`src/rtl/alarm_pkg.sv`:
```
// rtl/alarm_pkg.sv - shared state type and field widths for the alarm controller
package alarm_pkg;

  localparam int TIME_W     = 7;
  localparam int SNZ_LEFT_W = 9;
  localparam int SNZ_CNT_W  = 3;
  localparam int RING_W     = 7;

  typedef enum logic [1:0] {
    IDLE   = 2'd0,
    RING   = 2'd1,
    SNOOZE = 2'd2
  } alarm_state_t;

endpackage

```
`src/rtl/alarm_match.sv`:
```
// rtl/alarm_match.sv - combinational alarm time compare; ALARM_DAY_MATCH_EN restricts it to the set weekday
module alarm_match
  import alarm_pkg::*;
#(
  parameter int NS = 60
) (
  input  logic              alarm_on,
  input  logic [TIME_W-1:0] tsec,
  input  logic [TIME_W-1:0] tmin,
  input  logic [TIME_W-1:0] thrs,
  input  logic [TIME_W-1:0] tday,
  input  logic [TIME_W-1:0] amin,
  input  logic [TIME_W-1:0] ahrs,
  input  logic [TIME_W-1:0] aday,
  output logic              match
);

  // A minute with fewer than two seconds has no distinct top-of-minute; never fire.
  localparam bit NS_OK = (NS >= 2);

  logic day_ok;

`ifdef ALARM_DAY_MATCH_EN
  assign day_ok = (tday == aday);
`else
  logic unused_day;
  assign unused_day = ^{tday, aday};
  assign day_ok     = 1'b1;
`endif

  // Only second 0 can match, so the alarm fires at most once per minute.
  assign match = NS_OK && alarm_on && (tsec == '0) &&
                 (tmin == amin) && (thrs == ahrs) && day_ok;

endmodule

```
`src/rtl/alarm_ctrl.sv`:
```
// rtl/alarm_ctrl.sv - alarm FSM with ring timeout, limited snooze, dismiss and master enable (option: ALARM_DAY_MATCH_EN)
module alarm_ctrl
  import alarm_pkg::*;
#(
  parameter int NS         = 60,
  parameter int RING_S     = 60,
  parameter int SNOOZE_S   = 300,
  parameter int MAX_SNOOZE = 3
) (
  input  logic                  clk,
  input  logic                  rst_n,
  input  logic [TIME_W-1:0]     tsec,
  input  logic [TIME_W-1:0]     tmin,
  input  logic [TIME_W-1:0]     thrs,
  input  logic [TIME_W-1:0]     tday,
  input  logic [TIME_W-1:0]     amin,
  input  logic [TIME_W-1:0]     ahrs,
  input  logic [TIME_W-1:0]     aday,
  input  logic                  alarm_on,
  input  logic                  snooze_btn,
  input  logic                  dismiss_btn,
  output logic                  buzz,
  output logic                  snoozing,
  output logic [SNZ_LEFT_W-1:0] snooze_left,
  output logic [SNZ_CNT_W-1:0]  snooze_cnt
);

  localparam logic [RING_W-1:0]     RING_LAST = RING_W'(RING_S - 1);
  localparam logic [SNZ_LEFT_W-1:0] SNZ_LOAD  = SNZ_LEFT_W'(SNOOZE_S);
  localparam logic [SNZ_CNT_W-1:0]  SNZ_MAX   = SNZ_CNT_W'(MAX_SNOOZE);

  alarm_state_t          state_q, state_d;
  logic [RING_W-1:0]     ring_ct_q, ring_ct_d;
  logic [SNZ_LEFT_W-1:0] snz_left_q, snz_left_d;
  logic [SNZ_CNT_W-1:0]  snz_cnt_q, snz_cnt_d;
  logic                  buzz_q, snoozing_q;
  logic                  match;

  alarm_match #(
    .NS (NS)
  ) u_match (
    .alarm_on (alarm_on),
    .tsec     (tsec),
    .tmin     (tmin),
    .thrs     (thrs),
    .tday     (tday),
    .amin     (amin),
    .ahrs     (ahrs),
    .aday     (aday),
    .match    (match)
  );

  always_ff @(posedge clk or negedge rst_n) begin
    if (!rst_n) begin
      state_q    <= IDLE;
      ring_ct_q  <= '0;
      snz_left_q <= '0;
      snz_cnt_q  <= '0;
      buzz_q     <= 1'b0;
      snoozing_q <= 1'b0;
    end else begin
      state_q    <= state_d;
      ring_ct_q  <= ring_ct_d;
      snz_left_q <= snz_left_d;
      snz_cnt_q  <= snz_cnt_d;
      // Flags are registered copies of the next state so they align with state_q.
      buzz_q     <= (state_d == RING);
      snoozing_q <= (state_d == SNOOZE);
    end
  end

  always_comb begin
    state_d    = state_q;
    ring_ct_d  = ring_ct_q;
    snz_left_d = snz_left_q;
    snz_cnt_d  = snz_cnt_q;
    case (state_q)
      IDLE: begin
        snz_left_d = '0;
        // Matches are ignored outside IDLE, so an active event never restarts.
        if (match) begin
          state_d   = RING;
          ring_ct_d = '0;
          snz_cnt_d = '0;
        end
      end
      RING: begin
        if (!alarm_on || dismiss_btn) begin
          state_d    = IDLE;
          snz_left_d = '0;
        end else if (snooze_btn && (snz_cnt_q < SNZ_MAX)) begin
          state_d    = SNOOZE;
          snz_left_d = SNZ_LOAD;
          snz_cnt_d  = snz_cnt_q + 1'b1;
        end else if (ring_ct_q == RING_LAST) begin
          state_d    = IDLE;
          snz_left_d = '0;
        end else begin
          ring_ct_d = ring_ct_q + 1'b1;
        end
      end
      SNOOZE: begin
        if (!alarm_on || dismiss_btn) begin
          state_d    = IDLE;
          snz_left_d = '0;
        end else if (snz_left_q == SNZ_LEFT_W'(1)) begin
          state_d    = RING;
          ring_ct_d  = '0;
          snz_left_d = '0;
        end else begin
          snz_left_d = snz_left_q - 1'b1;
        end
      end
      default: begin
        state_d    = IDLE;
        snz_left_d = '0;
      end
    endcase
  end

  assign buzz        = buzz_q;
  assign snoozing    = snoozing_q;
  assign snooze_left = snz_left_q;
  assign snooze_cnt  = snz_cnt_q;

endmodule
```
`config.mk`:
```
export PLATFORM = sky130hd
export DESIGN_NAME = alarm_ctrl
export DESIGN_NICKNAME = d
export VERILOG_FILES = /design/src/rtl/alarm_pkg.sv /design/src/rtl/alarm_match.sv /design/src/rtl/alarm_ctrl.sv
export SDC_FILE = /design/constraint.sdc
export NUM_CORES = 1
export LEC_CHECK = 0
export BUFFER_PORTS_ARGS = -buffer_cell sky130_fd_sc_hd__clkbuf_2
export CAP_MARGIN = 15
export CORE_MARGIN = 5
export CORE_UTILIZATION = 48
export DETAILED_ROUTE_END_ITERATION = 10
export PLACE_DENSITY = 0.91
export RECOVER_POWER = 100
export SLEW_MARGIN = 20
export SYNTH_ARGS = -nofsm -noshare
export SYNTH_HDL_FRONTEND = slang
export SYNTH_SLANG_ARGS = --single-unit
```
`constraint.sdc`:
```
create_clock -name clk -period 2.2 [get_ports clk]
set_input_delay 0.44 -clock clk [delete_from_list [all_inputs] [get_ports clk]]
set_output_delay 0.44 -clock clk [all_outputs]
set_load 0.02 [all_outputs]
```
==> out/qor.csv, run 1 <==
metric,value,unit
share of cells above drive strength 1,24.7,%
reg-to-reg critical path startpoint,ring_ct_q[0],
Initial DRT Pass Iterations,4,
Area Growth Syn to Fin,23.7,%
worst slew pin tran,1.24,ns
RePlAce Congestion,0.810,
final setup vio count,0,
Post-CTS Setup Repair Bufs,0,
H-tree depth,1,
IO Pins,68,
Synth cell types,41,
overall power,0.709,mW
Tmin final,2.08,ns
Resized cells post-CTS,0,
Power Density,354,mW/mm^2
Final ANT Viol Nets,0,
synthesized net count,250,
RSZ-0062 raised after global routing,no,
Synth top area share,35.6,%
grt total ovfl,0,
Synth area leader,dfrtp_1,
FF-to-FF End,ring_ct_q[5],
core box area,0.00331,mm^2
status,completed,
Clock Sinks,23,
gr busiest metal,met2,
final WL,4230,um
Initial Util,48.9,%
initial antenna violation count,0,
cts bufs inserted,3,
final worst path period share,94.6,%
Cells after Synth,188,
met1 usage,22.1,%
R2R setup slack,0.12,ns
Die Ht,68.1,um
GR Util met3,3.78,%
Critical Path AT,2.35,ns
CTS root buffer,clkbuf_4,
Fin. Hold Viols,0,
Die ar.,0.00463,mm^2
Worst Skew,0.00219,ns
DRC violation count after routing,0,
clk_lat worst skew,0.32,ns
largest net degree at the start of global routing,24,
CTS Hold Bufs,0,
row count,21,
reported leakage power,0.879,nW
via count,1656,
Final Slew Violations,0,
maximum vdd drop,207,uV
worst-path fanout max,4,
GRT Total Usage,18.8,%
Post-Syn Area,0.00162,mm^2
width of the die,68.1,um
vias in the first global route,1555,
Worst Hold Class,in -> async,
first-pass GRT wire length,6710,um
FMAX,0.480,GHz
Placed Instances,293,
M2 GR Usage,34.7,%
Rel. slew slack,17.2,%
Iter 0 DRT Violations,153,
cell count of the worst reg-to-reg path,7,
final setup TNS,0,ns
n_diodes,0,
clock-pin slew on the worst setup and hold paths,0.13,ns
post-route non-filler standard cell count,297,
post-synthesis sequential area ratio,35.6,%
"FF+latch count, synth",23,
wire length per cell,14.2,um
# Max-Cap Violations,0,
# port buffers,53,
synthesized area per cell,8.61,um^2
clk buf depth,2,
element type at the critical path start,flip-flop,
Synth area leaders,"dfrtp_1 36%, xnor2_1 8.7%, o21ai_0 7.7%",
Worst EP required,2.47,ns
vias per cell,5.58,
final net count,314,
CTS tree,done,
CP Class,reg -> reg,
yosys warns,0,
Crit. End Element,flip-flop,
hpwl dp,3310,um
-- routing by layer --
| layer | vias up | wire length (um) |
|---|---|---|
| met1 | 784 | 1690 |
| li1 | 808 | - |
| met2 | 58 | 2220 |
| met4 | 0 | 47 |
| met5 | - | 0 |
| met3 | 6 | 265 |
-- synthesized netlist by cell type --
library cell  number
clkinv_1           1
nor3_2             1
xnor2_1           16
nor4b_2            1
o31ai_1            1
or3_1              3
nor3_1             2
a22oi_1            2
mux2_4             1
nand2_1           18
nand3_1           14
buf_6              1
nor3b_2            1
nor3_4             1
nor2b_1            2
nand4_1            4
a311o_1            2
dfrtp_1           23
a31oi_1            3
and3b_1            1
or4_4              1
o311ai_1           1
o211ai_1           4
a211o_1            1
buf_2              2
or2_1              1
clkbuf_1           2
nor4_1             1
inv_1              7
nor2_1            16
and3_1             2
nor4_2             2
a21oi_1            7
ha_1               8
o22ai_1            1
o21ai_0           25
or4_1              3
nand2b_1           2
nand3b_1           2
nor3b_1            1
a21o_1             1
-- cell type report --
class                      instances  area [um^2]
fill                             314         1310
multi-input combinational        152          983
sequential                        23          576
timing repair buffer              64          327
tap                               46         57.6
inverter                           8         30.0
clock buffer                       3         22.5
clock inverter                     1         5.00
-- per-stage QoR --
stage	hold WS, ns	worst slack (ns)	instance area [um^2]	util (%)
floorplan	0.144	0.148	1620	-
global placement	0.458	0.0494	1990	60.2
detailed placement	0.467	0.0428	1990	60.2
CTS	0.103	0.0500	2020	61.1
global route	0.448	0.0215	2000	60.4
finish	0.341	0.119	2000	60.4
-- cell usage in the layout (no fill, tap or decap), types with 2 or more instances in the layout --
cell      instances
clkbuf_4          3
nand2_1          18
a311o_1           2
nand3b_1          2
or4_1             3
a31oi_1           3
ha_1              7
and3_1            2
dfrtp_1          23
clkbuf_1         15
nand2b_1          2
or3_1             2
inv_1             7
o21ai_0          25
xnor2_1          16
clkbuf_2         39
nor2b_1           2
nor4_1            3
a22oi_1           2
nor3_1            2
nand3_1          13
buf_4            10
a21oi_1           7
nand4_1           4
nor2_1           16
o211ai_1          4
-- sequential cells by signal, indices dropped and copies added (netlist names) --
signal	count
ring_ct_q	7
buzz	1
snoozing	1
snooze_cnt	3
state_q	2
snooze_left	9
-- worst max-delay path: stages, from the launching register on --
cell	delay (ns)
dfrtp_1	0.44
ha_2	0.22
nand2_1	0.07
or4_4	0.14
nand3_2	0.11
or3_4	0.42
or4_1	0.53
nand3_1	0.10
-- cell families after synthesis --
kind of cell,after synthesis,share of synthesized area (%)
AOI/OAI and AO/OA,48,17.5
xor gates and xnor gates,16,8.66
adders and majority gates,8,6.19
buffers and inverters,13,3.64
DFF,23,35.6
muxes,1,0.928
and+or+nand+nor,79,27.5
-- power by group --
group          leakage (nW)  internal, mW  switching, mW
Clock                0.0177        0.0683          0.137
Combinational         0.560        0.0451         0.0359
Sequential            0.301         0.423      0.0000965
Total                 0.879         0.536          0.173
-- worst max path at each step --
stage,to,cells after the start,startpoint,slack (ns)
finish,ring_ct_q[5],7,ring_ct_q[0],0.12
global route,snoozing,6,ring_ct_q[0],0.02
CTS,ring_ct_q[5],7,ring_ct_q[0],0.05
detailed placement,ring_ct_q[0],7,tsec[3],0.04
global placement,ring_ct_q[0],7,tsec[3],0.05
floorplan,ring_ct_q[0],9,snooze_left[1],0.15
Power figures use the tool's default switching activity.
==> inputs of run 2 (changes only) <==
==> constraint.sdc (replaced) <==
create_clock -name clk -period 2.2 [get_ports clk]
set_input_delay 0.11 -clock clk [delete_from_list [all_inputs] [get_ports clk]]
set_output_delay 0.11 -clock clk [all_outputs]
set_load 0.02 [all_outputs]
==> run 2 against run 1 <==
  * Highest routed layer unchanged
  * Critical path type unchanged
  * Wire length shrank 2.0%
  * Clock power shrank 3%
  * Register-to-register slack lost 0.04 ns
  * Critical path depth is the same
  * Die area is the same
  * Global-route usage grew 0.72 points
  * Critical endpoint unchanged
  * Cell area grew 0.38%
  * Combinational power grew 2%
  * Utilization grew 0.23 points
  * Fmax shrank 1.8%
==> out/qor.csv, run 2 (same netlist as run 1, synthesis figures left out) <==
metric,value,unit
Iter 0 DRT Violations,95,
Placed Instances,291,
Final ANT Viol Nets,0,
fin util,60.7,%
Initial DRT Pass Iterations,4,
initial antenna violation count,0,
clk_lat worst skew,0.31,ns
clk buf depth,2,
Rel. slew slack,15.5,%
Final Slew Violations,0,
Die ar.,0.00463,mm^2
CTS tree,done,
post-route non-filler standard cell count,297,
Crit-path slowest cell,or4_1,
worst path buffer plus inverter count,0,
Initial Util,48.9,%
CP Class,reg -> reg,
reported leakage power,0.877,nW
vias per cell,5.47,
hpwl dp,3210,um
via count,1626,
Worst Hold Class,in -> reg,
GRT Total Usage,19.5,%
# port buffers,53,
status,completed,
Tmin final,2.12,ns
n_diodes,0,
FMAX,0.472,GHz
critical path's top delay family,simple AND/OR/NAND/NOR gates,
share of cells above drive strength 1,24.3,%
CTS root buffer,clkbuf_4,
worst slew pin tran,1.27,ns
Die Ht,68.1,um
Fin. Hold Viols,0,
width of the die,68.1,um
max FFs per register,9,
Critical Path AT,2.38,ns
Worst EP required,2.46,ns
final worst path period share,96.3,%
Area Growth Syn to Fin,24.1,%
row count,21,
Worst Skew,0.00202,ns
final WL,4140,um
DRC violation count after routing,0,
core box area,0.00331,mm^2
wire length per cell,13.9,um
most frequent cells in the layout,"38 x clkbuf_2, 25 x o21ai_0, 23 x dfrtp_1",
clock-pin slew on the worst setup and hold paths,0.13,ns
first-pass GRT wire length,6980,um
IO Pins,68,
RSZ-0062 raised after global routing,no,
grt total ovfl,0,
final setup TNS,0,ns
largest net degree at the start of global routing,24,
element type at the critical path start,flip-flop,
cts bufs inserted,3,
final net count,314,
# Max-Cap Violations,0,
RePlAce Congestion,0.822,
maximum vdd drop,350,uV
Power Density,351,mW/mm^2
vias in the first global route,1695,
Crit. End Element,flip-flop,
H-tree depth,1,
Clock Sinks,23,
"commonest non-fill, non-tap cell in the layout",clkbuf_2,
final setup vio count,0,
crit-path cells,ha_1 > nand2_1 > or4_4 > nand3_2 > or3_1 > or4_1 > nand3_1,
"slowest stage delay, CP",0.52,ns
worst-path fanout max,4,
fill cell count,307,
## run 2: cell types whose count changed in the layout (fill, tap and decap cells not counted), moves of 2 or more
cell	change
buf_4	-2
clkbuf_1	+2
nor4_1	-2
nor4_2	+2
## run 2: worst min-delay path, stage by stage
cell and delay [ns]:
clkbuf_2 0.09, and3b_1 0.17, nand3_1 0.07, o311ai_0 0.11
## run 2: path summary, 6_finish.rpt
| check | startpoint | to | slack (ns) | cells past startpoint |
|---|---|---|---|---|
| setup / recovery | ring_ct_q[0] | ring_ct_q[5] | 0.08 | 7 |
| hold / removal | snooze_btn | snooze_cnt[2] | 0.29 | 4 |
| setup reg to reg | ring_ct_q[0] | ring_ct_q[5] | 0.08 | 7 |
| hold reg to reg | snooze_left[1] | snooze_left[1] | 0.56 | 2 |
| max in group asynchronous | rst_n | ring_ct_q[3] | 0.88 | 2 |
| min in group asynchronous | rst_n | snooze_left[1] | 0.58 | 2 |
## run 2: through the flow
stage                     hold WS (ns)  cell area [um^2]  setup WS [ns]  power (mW)
after floorplan                 -0.186              1620          0.148       0.461
after CTS                        0.249              2020         0.0381       0.713
after global placement           0.129              1980          0.128       0.510
final                            0.292              2010         0.0809       0.705
after global routing             0.304              2010         0.0178       0.740
after detailed placement         0.134              1980         0.0728       0.513
## run 2: final cells by class
type / count / area, um^2 / share of cell area [%]
Tap cell: 46 / 57.6 / 2.87
Multi-Input combinational cell: 152 / 993 / 49.5
Timing Repair Buffer: 64 / 324 / 16.1
Inverter: 8 / 30.0 / 1.50
Clock buffer: 3 / 22.5 / 1.12
Clock inverter: 1 / 5.00 / 0.249
Sequential cell: 23 / 576 / 28.7
## run 2: report_power, final
group,internal (mW),leakage (nW),switching (mW)
Combinational,0.0465,0.558,0.0364
Sequential,0.423,0.301,0.0000992
Clock,0.0680,0.0177,0.131
Total,0.537,0.877,0.168
## run 2: layer usage
layer  wire [um]  GRT usage (%)  part of all wire [%]  vias to the layer above
li1            -              -                     -                      805
met1        1630           21.7                    39                      763
met2        2220           37.1                    54                       47
met3         223           3.78                   5.4                       11
met4          72           5.46                   1.7                        0
met5           0              0                     0                        -
## run 2: timing repair
item                       in CTS  in global routing
buffers inserted                0                  1
setup endpoints to repair       0                  6
hold buffers                    1                  0
hold endpoints to repair       23                  0
gates resized for setup         0                  3
